$ cat config.mk
export PLATFORM = sky130hd
export DESIGN_NAME = fib_bcd_emitter
export DESIGN_NICKNAME = d
export VERILOG_FILES = /design/src/rtl/fib_bcd_emitter.sv
export SDC_FILE = /design/constraint.sdc
export NUM_CORES = 1
export LEC_CHECK = 0
export BUFFER_PORTS_ARGS = -buffer_cell sky130_fd_sc_hd__buf_2
export CAP_MARGIN = 20
export CORE_ASPECT_RATIO = 2
export CORE_MARGIN = 8
export CORE_UTILIZATION = 61
export CTS_CLUSTER_SIZE = 30
export DETAILED_ROUTE_END_ITERATION = 10
export PLACE_DENSITY_LB_ADDON = 0.08
export SLEW_MARGIN = 5
export SYNTH_ARGS = -nofsm -noshare
export SYNTH_HDL_FRONTEND = slang
export SYNTH_SLANG_ARGS = --single-unit
$ cat constraint.sdc
create_clock -name clk -period 2.2 [get_ports clk]
set_input_delay 0.11 -clock clk [delete_from_list [all_inputs] [get_ports clk]]
set_output_delay 0.11 -clock clk [all_outputs]
set_load 0.005 [all_outputs]
$ cat src/rtl/fib_bcd_emitter.sv
// Binary-to-BCD emitter for the fibonacci result: double-dabble one bit per clock,
// then streams decimal digits MSD first. Define FIB_BCD_LZ_SUPPRESS_EN to skip leading zeros.
module fib_bcd_emitter #(
  parameter int unsigned WIDTH  = 121,
  parameter int unsigned DIGITS = 37,
  parameter int unsigned CNT_W  = 7
) (
  input  logic             clk,
  input  logic             reset,
  input  logic             in_valid,
  input  logic [WIDTH-1:0] in_data,
  output logic             busy,
  output logic             digit_valid,
  output logic [3:0]       digit,
  output logic             digit_last,
  input  logic             digit_ready
);

  typedef enum logic [1:0] {StIdle, StShift, StEmit} state_e;

  state_e                  state_q, state_d;
  logic                    in_prev_q;
  logic [WIDTH-1:0]        bin_q, bin_d;
  logic [4*DIGITS-1:0]     bcd_q, bcd_d;
  logic [4*DIGITS-1:0]     bcd_adj;
  logic [4*DIGITS-1:0]     bcd_sel;
  logic [CNT_W-1:0]        cnt_q, cnt_d;
  logic [CNT_W-1:0]        idx_q, idx_d;
  logic                    busy_q, busy_d;
  logic                    start_pulse;
  logic [3:0]              cur_digit;
  logic                    skip;

  assign start_pulse = in_valid & ~in_prev_q;

  // Add-3 correction, confined to each 4-bit digit.
  always_comb begin
    bcd_adj = bcd_q;
    for (int i = 0; i < int'(DIGITS); i++) begin
      if (bcd_q[4*i +: 4] >= 4'd5) begin
        bcd_adj[4*i +: 4] = bcd_q[4*i +: 4] + 4'd3;
      end
    end
  end

  assign bcd_sel   = bcd_q >> {idx_q, 2'b00};
  assign cur_digit = bcd_sel[3:0];

`ifdef FIB_BCD_LZ_SUPPRESS_EN
  logic seen_q, seen_d;

  assign skip = (state_q == StEmit) && !seen_q && (idx_q != '0) && (cur_digit == 4'd0);
`else
  assign skip = 1'b0;
`endif

  assign digit_valid = (state_q == StEmit) && !skip;
  assign digit       = digit_valid ? cur_digit : 4'd0;
  assign digit_last  = digit_valid && (idx_q == '0);
  assign busy        = busy_q;

  always_comb begin
    state_d = state_q;
    bin_d   = bin_q;
    bcd_d   = bcd_q;
    cnt_d   = cnt_q;
    idx_d   = idx_q;
    busy_d  = busy_q;
`ifdef FIB_BCD_LZ_SUPPRESS_EN
    seen_d  = seen_q;
`endif
    unique case (state_q)
      StIdle: begin
        if (start_pulse) begin
          bin_d   = in_data;
          bcd_d   = '0;
          cnt_d   = CNT_W'(WIDTH);
          busy_d  = 1'b1;
          state_d = StShift;
`ifdef FIB_BCD_LZ_SUPPRESS_EN
          seen_d  = 1'b0;
`endif
        end
      end
      StShift: begin
        bcd_d = {bcd_adj[4*DIGITS-2:0], bin_q[WIDTH-1]};
        bin_d = {bin_q[WIDTH-2:0], 1'b0};
        cnt_d = cnt_q - 1'b1;
        if (cnt_q == CNT_W'(1)) begin
          state_d = StEmit;
          idx_d   = CNT_W'(DIGITS - 1);
        end
      end
      StEmit: begin
`ifdef FIB_BCD_LZ_SUPPRESS_EN
        if (digit_valid && (cur_digit != 4'd0)) begin
          seen_d = 1'b1;
        end
`endif
        if (skip) begin
          idx_d = idx_q - 1'b1;
        end else if (digit_ready) begin
          if (idx_q == '0) begin
            state_d = StIdle;
            busy_d  = 1'b0;
          end else begin
            idx_d = idx_q - 1'b1;
          end
        end
      end
      default: state_d = StIdle;
    endcase
  end

  always_ff @(posedge clk or negedge reset) begin
    if (!reset) begin
      state_q   <= StIdle;
      in_prev_q <= 1'b0;
      bin_q     <= '0;
      bcd_q     <= '0;
      cnt_q     <= '0;
      idx_q     <= '0;
      busy_q    <= 1'b0;
`ifdef FIB_BCD_LZ_SUPPRESS_EN
      seen_q    <= 1'b0;
`endif
    end else begin
      state_q   <= state_d;
      in_prev_q <= in_valid;
      bin_q     <= bin_d;
      bcd_q     <= bcd_d;
      cnt_q     <= cnt_d;
      idx_q     <= idx_d;
      busy_q    <= busy_d;
`ifdef FIB_BCD_LZ_SUPPRESS_EN
      seen_q    <= seen_d;
`endif
    end
  end

endmodule

; After elaboration in Yosys (flattened, before gate mapping)
; Cells that the tools add are included.
[word_totals]
reg_bits = 287
mem_bits_rw = 0
mem_bits_ro = 0
out_inout_bits = 7
latch_bits = 0
n_memories = 0
in_bits = 125
word_cells = 161
[op_classes]
shift = 1
n_reduce_logical = 10
n_addsub = 39
magnitude_cmp = 37
eq_ne = 8
n_mux = 57
n_div = 0
bitwise = 2
mul = 0
[ops]
columns = op, n
row1 = one-hot mux 148 bit (2 select lines), 1
row2 = one-hot mux 121 bit (2 select lines), 1
row3 = greater-or-equal comparator 4 x 3 -> 1 bit (second input constant), 37
row4 = two-way mux 148 bit, 1
row5 = two-way mux 4 bit, 37
row6 = >> shifter 148 x 9 -> 4 bit, 1
row7 = adder 4 x 2 -> 4 bit (second input constant), 36
row8 = two-way mux 121 bit, 1
row9 = two-way mux 7 bit, 4
row10 = one-hot mux 7 bit (2 select lines), 2
row11 = subtractor 7 x 1 -> 7 bit (second input constant), 2
row12 = AND reduction 4 bit, 3
row13 = two-way mux 2 bit, 4
row14 = == test 7 x 1 -> 1 bit (second input constant), 1
row15 = zero test 7 bit, 1
row16 = != test 2 bit (second input constant), 3
row17 = one-hot mux 2 bit (3 select lines), 1
row18 = nonzero test 2 bit, 3
row19 = != test 2 x 1 -> 1 bit (second input constant), 2
row20 = adder 3 x 2 -> 3 bit (second input constant), 1
row21 = two-way mux 1 bit, 3
row22 = two-way mux 3 bit, 1
row23 = == test 2 x 1 -> 1 bit (second input constant), 1
row24 = == test 2 bit (second input constant), 1
row25 = 6 further kinds, 6

; Depth between registers and ports, before layout
[logic_depth]
ltp_word = 4
mapped_depth = 8

; Worst setup path before layout
; No wires, ideal clock.
[synth_path]
path_kind = register to register
start = register idx_q[0]
end = register idx_q[4]
required_ns = 2.081
period_less_slack_ns = 2.016
setup_time_ns = 0.119
arrival_ns = 1.897
stages_incl_launch_ff = 9
setup_slack_ns = 0.184
path_cell_list = dfrtp_1 > buf_2 > buf_2 > inv_1 > ha_1 > a311oi_2 > o21ai_2 > o31a_1 > o21a_1
[synth_between]
elab_chain_cells = 4
word_cells_on_any_way = 7
[synth_lines]
columns = item, line_no
row1 = start: declaration, 28  ; logic [CNT_W-1:0] idx_q, idx_d;
row2 = start signal: assignment, 133  ; idx_q <= idx_d;
row3 = subtractor 7 x 1 -> 7 bit, 107  ; idx_d = idx_q - 1'b1;
row4 = two-way mux 7 bit, 103  ; if (idx_q == '0) begin
row5 = two-way mux 7 bit, 102  ; end else if (digit_ready) begin
row6 = one-hot mux 7 bit (2 select lines), 72  ; unique case (state_q)
; Several ways; a longest one is shown, not always the timed one. The select of a mux whose other input is x is not followed.
; A chain may end at the register's enable or synchronous reset.

; Worst setup path after layout
[layout_path]
start = register idx_q[0]
end = output port digit[2]
[layout_between]
elab_chain_cells = 2
[layout_lines]
columns = item, line_no
row1 = >> shifter 148 x 9 -> 4 bit, 46  ; assign bcd_sel = bcd_q >> {idx_q, 2'b00};
row2 = two-way mux 4 bit, 58  ; assign digit = digit_valid ? cur_digit : 4'd0;
row3 = end: declaration, 14  ; output logic [3:0] digit,
; Every way passes these cells.

==> flow_summary.ini <==
[status]
status = finished with violations
failed_checks = negative setup slack

[sta]
worst_pin_slew_ps = 688
setup_slack_ps = -360
setup_viol = 5
fin_crit_ps = 2560
timing.final.crit_share = 1.16
max_freq_ghz = 0.391
rsz0062_at_grt = yes
maxSlewViolCount = 0
max_slew_margin = 0.542
hold_violations = 0
tns_ps = -1380
fin_skew_ps = 12.0

[grt]
grt_pass1_vias = 15000
grt_pass1_wl_mm = 74.3
grt_max_degree = 153
grtUsageTotal = 0.286
antenna_found_initial = 0
overflow = 0

[power_and_ir_drop]
vdd_drop_max_mv = 0.855
power.density_nw_per_um2 = 1250
pwr-share-clk = 0.202
p_seq_frac = 0.412
p_switching_mw = 9.85
p_leak_nw = 8.60
p_int_mw = 14.8
swShare = 0.400
pwr-share-comb = 0.386

[placement]
place_congestion = 0.943
dpl.hpwl_mm = 28.4
io_buffers = 131
place_inst = 2207
dpl_cell_area_um2 = 17400

[detailed_routing]
route.detailed.drc = 0
dr_total_vias = 14600
wl_per_cell_um = 19.0
drtAntennaViolNets = 0
first_pass_iters = 5
via_per_inst = 6.13
dr.first_iter.drc_count = 938
drt-total-wl_mm = 45.4

[final_layout]
area_growth_pct = 22.1
fillCellCount = 1806
stdcell_area_um2 = 19700
num_antenna_cells = 0
final_layout_size_suffix_gt1_frac = 0.141
mostFrequentLayoutCell = dfrtp_1
ff_latch_area_um2 = 7190
nets = 2224
fin_cells = 2386
layout_common_cells = dfrtp_1 (284), nand2_1 (262), nor2_1 (171)
multi_input_area_um2 = 8290

[worst_setup_path]
slowest_delay_ps = 510
r2r_slack_ps = 140
critPathKind = flop to output pin
crit_arrival_ps = 2450
path_cells = buf_12, mux4_2, mux2i_2, nor2_1, a211oi_2, a31oi_1, buf_2
cpMaxStageDelayCell = mux4_2
required_ps = 2090
path_delay_family = multiplexers
startpoint_type = flop
worstPathMaxFanout = 6
cp.buffers_inverters = 2
cp-end-kind = output pin

[yosys]
synth_top_cells_by_area = dfrtp_1 (45%), nand2_1 (6.1%), ha_1 (6.0%)
synth_area_leader_cell = dfrtp_1
synth_edf_count = 0
syn-num-nets = 2008
ys_ff_latch = 287
synth_warnings = 0
synthesis.area_um2 = 16100
synthCells = 1805
synthArstFlopShare = 1.00
yosysTopAreaCellShare = 0.445
synth.avg_cell_area_um2 = 8.94
ys_seq_area_frac = 0.445
yosysUniqueCellTypes = 48
synth_flop_cell = dfrtp_1

[die]
ios = 132
die_w_um = 131
rows = 84
core_um2 = 26200
die_y_um = 246
initial_core_util = 0.617
die_area_um2 = 32200

[clock_tree]
cts_tree = done
cts.clk_slew.worst_paths_ps = 70
cts_max_level = 1
clockRootBuffer = clkbuf_16
cts_buffer_depth = 3
numCtsBuffers = 27
clock_sinks = 287
clock_latency_ps = 560

[min_path]
hp-class = primary input to asynchronous set/reset pin

[job]
drv_cap = 0
[state kept, by name (all words and copies together), names as in the netlist]
signal	flops
cnt_q	7
bin_q	121
idx_q	7
busy	1
state_q	2
in_prev_q	1
bcd_q	148
[kinds of logic (layout without fill, tap and decap cells)]
group	count (synthesis)	in the layout	synth area share
buffers and inverters	204	441	0.0484
AOI/OAI and AO/OA	475	475	0.187
xor gates and xnor gates	80	80	0.0434
and+or+nand+nor	626	626	0.169
DFF	287	287	0.445
muxes	55	55	0.0473
adders and majority gates	78	78	0.0605
[worst reg2reg max path: stages, from the launching register on]
cell and delay [ps]:
dfrtp_1 380, or4b_4 720, nand2_1 200, buf_4 290
o31ai_1 140, a32o_1 220
[stage by stage]
step / hold slack (ps) / setup WS, ps / utilization / power [mW]
floorplan: -186 / 184 / - / 16.5
global placement: 118 / -28.8 / 0.664 / 18.8
detailed placement: 116 / -62.1 / 0.664 / 19.3
CTS: 129 / -334 / 0.752 / 24.6
global route: 160 / -412 / 0.753 / 26.4
finish: 107 / -360 / 0.753 / 24.6
[path summary, 6_finish.rpt]
kind	startpoint	end	cells past startpoint
hold / removal	reset	bcd_q[71]	2
setup / recovery	idx_q[0]	digit[2]	7
hold reg to reg	bin_q[120]	bcd_q[0]	2
setup reg to reg	state_q[0]	bcd_q[75]	5
max in group asynchronous	reset	bin_q[7]	3
min in group clk	in_valid	in_prev_q	2
[area by class of cell]
cell class,instances,area share
clock buffer,37,0.0393
clock inverter,13,0.00762
inverter,81,0.0156
multi-input combinational,1314,0.421
sequential,287,0.365
tap,344,0.0219
timing repair buffer,310,0.130
[power groups by stage]
stage / clock (mW) / sequential [mW] / combinational, mW
6_report: 4.98 / 10.1 / 9.50
5_1_grt: 5.23 / 10.4 / 10.8
4_1_cts: 5.01 / 10.1 / 9.45
3_5_place_dp: 0 / 10.2 / 9.14
3_3_place_gp: 0 / 10.1 / 8.70
2_1_floorplan: 0 / 9.19 / 7.33
[Yosys cell counts, types with 2 or more instances]
| library cell | instances |
|---|---|
| xor2_1 | 40 |
| o21ai_1 | 3 |
| nor2_1 | 172 |
| dfrtp_1 | 287 |
| nand2b_1 | 40 |
| xnor2_1 | 40 |
| mux2_2 | 10 |
| inv_1 | 80 |
| nand3_1 | 116 |
| nor2b_1 | 4 |
| buf_1 | 22 |
| a211oi_1 | 3 |
| mux4_2 | 16 |
| a21oi_1 | 81 |
| a22oi_1 | 6 |
| clkbuf_1 | 89 |
| nor3_1 | 6 |
| o2bb2ai_1 | 7 |
| ha_1 | 78 |
| a32o_1 | 37 |
| o211ai_1 | 2 |
| and2_1 | 8 |
| nor3b_1 | 2 |
| buf_2 | 12 |
| mux2i_1 | 29 |
| nor4_1 | 4 |
| a31oi_1 | 127 |
| nand2_1 | 263 |
| o21ai_0 | 122 |
| nand3b_1 | 3 |
| a2111oi_0 | 5 |
| o31ai_1 | 75 |
[per-layer routing]
metal	global-route usage	vias to the layer above	share of wire
met3	0.0394	172	0.051
li1	-	6770	-
met2	0.501	554	0.52
met1	0.323	7138	0.37
met4	0.164	0	0.057
met5	0	-	0
[what timing repair did]
action / 4_1_cts / 5_1_grt
hold endpoints to repair: 234 / 0
setup buffers: 5 / 0
cloned: 0 / 0
gates resized for setup: 27 / 5
endpoints found under the setup margin: 5 / 5
pin swaps: 1 / 2
hold buffers: 124 / 0
Power figures use the tool's default switching activity.
